### config.mk
export PLATFORM = sky130hd
export DESIGN_NAME = decodificador_3to8
export DESIGN_NICKNAME = d
export VERILOG_FILES = /design/src/rtl/decodificador_3to8.sv
export SDC_FILE = /design/constraint.sdc
export NUM_CORES = 1
export LEC_CHECK = 0
export ABC_CLOCK_PERIOD_IN_PS = 1000
export CORE_MARGIN = 5
export CORE_UTILIZATION = 35
export CTS_CLUSTER_SIZE = 12
export DETAILED_ROUTE_END_ITERATION = 8
export PLACE_DENSITY = 0.8
export SETUP_SLACK_MARGIN = 0.3
export SKIP_CTS_REPAIR_TIMING = 1
export SLEW_MARGIN = 30
export SYNTH_ARGS = -nofsm -noshare
export SYNTH_HDL_FRONTEND = slang
export SYNTH_SLANG_ARGS = --single-unit
### constraint.sdc
create_clock -name clk -period 1 [get_ports clk]
set_input_delay 0.2 -clock clk [delete_from_list [all_inputs] [get_ports clk]]
set_output_delay 0.2 -clock clk [all_outputs]
set_load 0.01 [all_outputs]
### src/rtl/decodificador_3to8.sv
// decodificador_3to8: binary-to-one-hot decoder with enable, plus registered copy and change strobe
//    a    : binary select (N bits)
//    en   : active-high enable; low forces d to zero
//    d    : combinational one-hot decode (W = 2**N bits)
//    clk  : rising-edge clock for the registered path
//    rst  : asynchronous active-high reset, clears d_q and chg only
//    d_q  : d sampled at the most recent rising clk edge
//    chg  : high for one cycle whenever d_q takes a new value
module decodificador_3to8 #(
   parameter  int N = 3,
   localparam int W = 2**N
) (
   input  logic [N-1:0] a,
   input  logic         en,
   output logic [W-1:0] d,
   input  logic         clk,
   input  logic         rst,
   output logic [W-1:0] d_q,
   output logic         chg
);
   logic [W-1:0] w_d;
   logic [W-1:0] r_d_q;
   logic         r_chg;
   // An unknown select makes every comparison non-true, so all bits stay low
   always_comb begin
      w_d = '0;
      for (int i = 0; i < W; i++)
         if (en && (a == N'(i))) w_d[i] = 1'b1;
   end
   // chg compares the incoming decode against the value currently held
   always_ff @(posedge clk or posedge rst) begin
      if (rst) begin
         r_d_q <= '0;
         r_chg <= 1'b0;
      end else begin
         r_d_q <= w_d;
         r_chg <= (w_d != r_d_q);
      end
   end
   assign d   = w_d;
   assign d_q = r_d_q;
   assign chg = r_chg;
endmodule

==> results of run 1 <==
-- per-stage QoR --
| step | util, % | area [µm²] | hold WS (ns) | power [mW] | cells |
|---|---|---|---|---|---|
| final | 80.15 | 1056 | 0.1989 | 0.9643 | 110 |
| after global routing | 80.15 | 1056 | 0.1870 | 1.017 | 110 |
| after global placement | 68.47 | 902.1 | 0.4764 | 0.6315 | 94 |
| after detailed placement | 68.47 | 902.1 | 0.4882 | 0.6365 | 94 |
| after floorplan | - | 635.6 | 0.02792 | 0.5339 | 50 |
| after CTS | 70.47 | 928.4 | 0.2133 | 0.9146 | 98 |
-- logic make-up (layout without fill, tap and decap cells) --
group           count (synthesis)  in the layout  synth area share, %
compound gates                 10             10                15.58
xor+xnor                        1              1                1.759
buf+inv                         4             49                4.771
flops                           9              9                45.23
simple gates                   26             26                32.66
-- flip-flops by register name (all words and copies together), names as in the netlist --
register / count
chg: 1
d_q: 8
-- cell usage in the layout, fill, tap and decap left out, types with 2 or more instances in the layout --
master and count:
buf_4 16, buf_6 12, dfrtp_1 9, nor2_4 6
clkbuf_2 6, nand2b_4 3, and3b_1 3, clkbuf_4 3
buf_8 3, buf_2 3, nor3_4 2, and4bb_2 2
o21ai_0 2, nor3b_1 2, o211ai_1 2
-- final cells by class --
cell class | instances | area [µm²] | share of cell area [%]
well taps | 15 | 18.77 | 1.777
multi-input cells | 37 | 369.1 | 34.95
repair buffers | 44 | 412.9 | 39.10
flip-flops and latches | 9 | 225.2 | 21.33
clock buffers | 4 | 26.28 | 2.488
inverters | 1 | 3.754 | 0.3555
-- metal layers --
metal	wire, µm	vias up	track usage (%)
li1	-	272	-
met1	817	288	22.07
met2	908	13	25.07
met3	74	2	2.632
met4	9	0	8.065
met5	0	-	0
-- power by group through the flow --
stage	combinational, mW	clock [mW]	sequential (mW)
finish	0.294	0.282	0.388
detailed placement	0.242	0	0.394
floorplan	0.133	0	0.401
global placement	0.238	0	0.393
global route	0.313	0.315	0.390
CTS	0.245	0.282	0.388
-- how the worst max path moves through the flow --
stage / from / end / depth (start not counted)
after floorplan: d_q[3]$_DFF_PP0_ / chg$_DFF_PP0_ / 4
after global placement: en / d[4] / 4
after detailed placement: en / d[4] / 4
after CTS: en / d[4] / 4
after global routing: d_q[5]$_DFF_PP0_ / chg$_DFF_PP0_ / 4
final: d_q[3]$_DFF_PP0_ / chg$_DFF_PP0_ / 4
-- worst max-delay path: stages, from the launching register on --
cell and delay, ns:
dfrtp_1 0.41, nor4bb_2 0.27, o211ai_1 0.14, a211oi_2 0.20, o211ai_1 0.12
-- synth_stat cells, types with 2 or more instances --
cell,instances,area (µm²)
dfrtp_1,9,225.2
nand2_1,2,7.510
and4bb_2,2,25.02
nand2b_1,4,25.02
o211ai_1,2,15.01
o21ai_0,2,10.01
nor3_1,2,10.01
nor2_1,7,26.28
and3b_1,3,26.28
nor3b_1,2,15.01
==> results_dict.tcl, run 1 <==
set metrics [dict create \
    maxCapViolations 0 \
    drv_slew 0 \
    core_area_um2 1318 \
    dr_total_vias 575 \
    hold_viol 0 \
    dominantRegCellSynth "dfrtp_1" \
    htreeDepth 1 \
    fillers 70 \
    setup_violations 10 \
    cts_tree "built" \
    grt_pass1_vias 547 \
    rrSetupSlack_ns -0.27 \
    syn_nets 56 \
    track_usage_pct 16.31 \
    r2r_cells 4 \
    synth_edf_count 0 \
    post-route-period-util_pct 126.9 \
    cts_buffer_depth 2 \
    p_comb_share_pct 30.5 \
    drc 0 \
    worstPathRequired_ns 1.12 \
    syn-cell-area_um2 498.0 \
    hpwl_um 1130 \
    grt_antenna_before_repair 0 \
    swShare_pct 28.25 \
    ys_warn_count 0 \
    relSlewSlack_pct 75.88 \
    vias_per_cell 5.227 \
    ys_ff_latch 9 \
    cp-start-kind "flop" \
    diodes 0 \
    clk_latency_ns 0.26 \
    netSwitchingPower_mw 0.2724 \
    path_class "flop to flop" \
    hp-class "primary input to flop" \
    rr_endpoint "chg$_DFF_PP0_" \
    leakage_nw 0.5253 \
    numCtsBuffers 3 \
    r2r_start "d_q[3]$_DFF_PP0_" \
    grt_pass1_wl_um 2608 \
    finalClockSkew_ns 0.006231 \
    die_area_um2 2277 \
    pwr-share-clk_pct 29.3 \
    rows 13 \
    layout_min_cycle_time_ns 1.269 \
    cp.arrival_ns 1.39 \
    ant_nets 0 \
    outcome "finished with violations" \
    drt_wl_total_um 1810 \
    setup_ws_ns -0.2687 \
    rsz0062_at_grt "yes" \
    dpl_worst_slack_ns -0.8865 \
    avgSynthCellArea_um2 9.960 \
    drive_gt1_share_pct 65.26 \
    tns_ns -0.5531 \
    gp_congestion 0.7522 \
    syn_inst 50 \
    grt_max_degree 14 \
    worst_slew_pin_slew_ns 0.3585 \
    crit_fanout 4 \
    p_int_mw 0.6919 \
    violations "negative setup slack" \
    peakVddDrop_mv 0.6639 \
    root_buffer "clkbuf_4" \
    nets 102 \
    first_pass_iters 4 \
    power_density_nw_per_um2 913.1 \
    wl_per_cell_um 16.45 \
    seqPwrFrac_pct 40.2 \
    async_flop_share_pct 100.0 \
    drt_iter0_drc 11 \
    ys_types 25 \
    worst_setup_path_end_kind "flop" \
    ioPinCount 23 \
    fp.dieW_um 47.72 \
    clk_pin_slew_ns 0.07 \
    io_buffers 22 \
    ys_seq_area_share_pct 45.23 \
    max_freq_mhz 788.2 \
    whs_path_depth 3 \
    min_to "d_q[0]$_DFF_PP0_" \
    die_y_um 47.72 \
    clock_sinks 9 \
    grt_overflow 0 \
    hold_start "a[0]" \
    syn_to_final_growth_pct 112.1 \
    start_util_pct 37.80 \
]
(Power assumes the default switching activity.)
==> inputs of run 2 (changes only) <==
Settings changed: CTS_CLUSTER_SIZE 12 to 10.
==> results of run 2 <==
Final layout, timing and power as in run 1 (identical DEF).
==> inputs of run 3 (changes only) <==
Settings changed: SKIP_CTS_REPAIR_TIMING 1 to default.
==> results_dict.tcl, run 3 (synthesis results as in run 1) <==
set metrics [dict create \
    multiInputGateArea_um2 377.9 \
    drive_gt1_share_pct 65.59 \
    finalClockSkew_ns 0.01063 \
    worstPathRequired_ns 1.12 \
    clock_sinks 9 \
    numCtsBuffers 3 \
    maxCapViolations 0 \
    slowest_stage "dfrtp_1" \
    grt_antenna_before_repair 0 \
    path_class "flop to flop" \
    die_area_um2 2277 \
    grt_max_degree 10 \
    vias_per_cell 5.583 \
    post-route-period-util_pct 141.8 \
    final_cells 108 \
    die_y_um 47.72 \
    drc 0 \
    nets 100 \
    setup_ws_ns -0.4175 \
    crit_top_cell "o211ai_1" \
    syn_to_final_growth_pct 113.3 \
    first_pass_iters 4 \
    grt_overflow 0 \
    crit_fanout 3 \
    worst_setup_path_end_kind "flop" \
    worst_slew_pin_slew_ns 0.3792 \
    dr_total_vias 603 \
    gp_congestion 0.7522 \
    diodes 0 \
    cts_tree "built" \
    cp.arrival_ns 1.54 \
    violations "negative setup slack" \
    hp-class "primary input to flop" \
    clk_latency_ns 0.27 \
    cts_buffer_depth 2 \
    regArea_um2 225.2 \
    relSlewSlack_pct 74.70 \
    fp.dieW_um 47.72 \
    drt_wl_total_um 1957 \
    ioPinCount 23 \
    drt_iter0_drc 11 \
    hold_viol 0 \
    cp.depth 5 \
    path_cells "buf_6 > nor4bb_4 > o211ai_1 > a211oi_2 > o211ai_1" \
    largest_register_ffs 8 \
    place_inst 94 \
    whs_path_depth 3 \
    final_common_cell "buf_6" \
    io_buffers 22 \
    ant_nets 0 \
    setup_violations 11 \
    fillers 74 \
    power_density_nw_per_um2 928.2 \
    htreeDepth 1 \
    track_usage_pct 19.30 \
    leakage_nw 0.5180 \
    grt_pass1_vias 634 \
    wl_per_cell_um 18.12 \
    path_buf_inv 1 \
    clk_pin_slew_ns 0.07 \
    max_freq_mhz 705.5 \
    p_total_mw 0.9860 \
    start_util_pct 37.80 \
    r2r_cells 5 \
    peakVddDrop_mv 0.9396 \
    drv_slew 0 \
    layout_common_cells "14 x buf_6, 12 x buf_4, 10 x buf_2" \
    rsz0062_at_grt "yes" \
    outcome "finished with violations" \
    grt_pass1_wl_um 3029 \
    root_buffer "clkbuf_4" \
    hpwl_um 1130 \
    max_stage_delay_ns 0.38 \
    rows 13 \
    layout_min_cycle_time_ns 1.418 \
    core_area_um2 1318 \
    cp-start-kind "flop" \
    cp_top_family "compound AO/OA/AOI/OAI gates" \
]
==> run 3: changes by cell type in the layout (fill, tap and decap cells not counted) <==
cell            before  now
buf_12               1    2
buf_2                3   10
buf_4               16   12
buf_6               12   14
buf_8                3    2
bufbuf_16            0    1
clkbuf_16            1    0
clkbuf_2             6    0
dlymetal6s2s_1       1    0
nor4bb_2             1    0
nor4bb_4             0    1
==> run 3: worst min-delay path: stages <==
cell	delay [ns]
buf_8	0.11
nand2_8	0.09
nor2_4	0.05
==> run 3: area by class of cell <==
cell class,count,area share (%)
Clock buffer,4,2.473
Inverter,1,0.3534
Multi-Input combinational cell,37,35.57
Sequential cell,9,21.20
Tap cell,15,1.767
Timing Repair Buffer,42,38.63
==> run 3: path summary, 6_finish.rpt <==
check                                  from                to  slack [ns]
setup / recovery           d_q[3]$_DFF_PP0_     chg$_DFF_PP0_       -0.42
hold / removal                         a[2]  d_q[6]$_DFF_PP0_        0.21
min in group asynchronous               rst  d_q[2]$_DFF_PP0_        0.22
setup reg to reg           d_q[3]$_DFF_PP0_     chg$_DFF_PP0_       -0.42
hold reg to reg            d_q[4]$_DFF_PP0_     chg$_DFF_PP0_        0.73
max in group asynchronous               rst  d_q[1]$_DFF_PP0_        0.50
==> run 3: metrics by stage <==
step	setup TNS, ns	util, %	area [µm²]	worst slack [ns]	hold slack (ns)
3_5_place_dp	-9.907	68.47	902.1	-0.8865	0.4882
2_1_floorplan	-0.1996	-	635.6	-0.1996	0.02792
5_1_grt	-1.324	80.63	1062	-0.4988	0.2092
3_3_place_gp	-9.577	68.47	902.1	-0.8651	0.4764
4_1_cts	-0.7469	77.68	1023	-0.3516	0.2098
6_report	-0.9222	80.63	1062	-0.4175	0.2084
==> run 3: timing repair <==
item / CTS / global route
setup endpoints to repair: 26 / 18
pin swaps: 4 / 4
resized for setup: 108 / 3
setup buffers: 7 / 2
hold buffers: 0 / 0
gates cloned: 1 / 0
==> run 3: routing by layer <==
layer / wire length, µm / GRT usage, % / vias to the layer above
met5: 0 / 0 / -
met4: 36 / 7.527 / 0
met3: 131 / 2.256 / 7
met2: 984 / 32.72 / 26
met1: 805 / 24.83 / 298
li1: - / - / 272
==> run 3: power breakdown <==
group | internal, mW | switching [mW]
registers | 0.378 | 0.0101
logic | 0.166 | 0.136
clock network | 0.154 | 0.142
total | 0.698 | 0.288
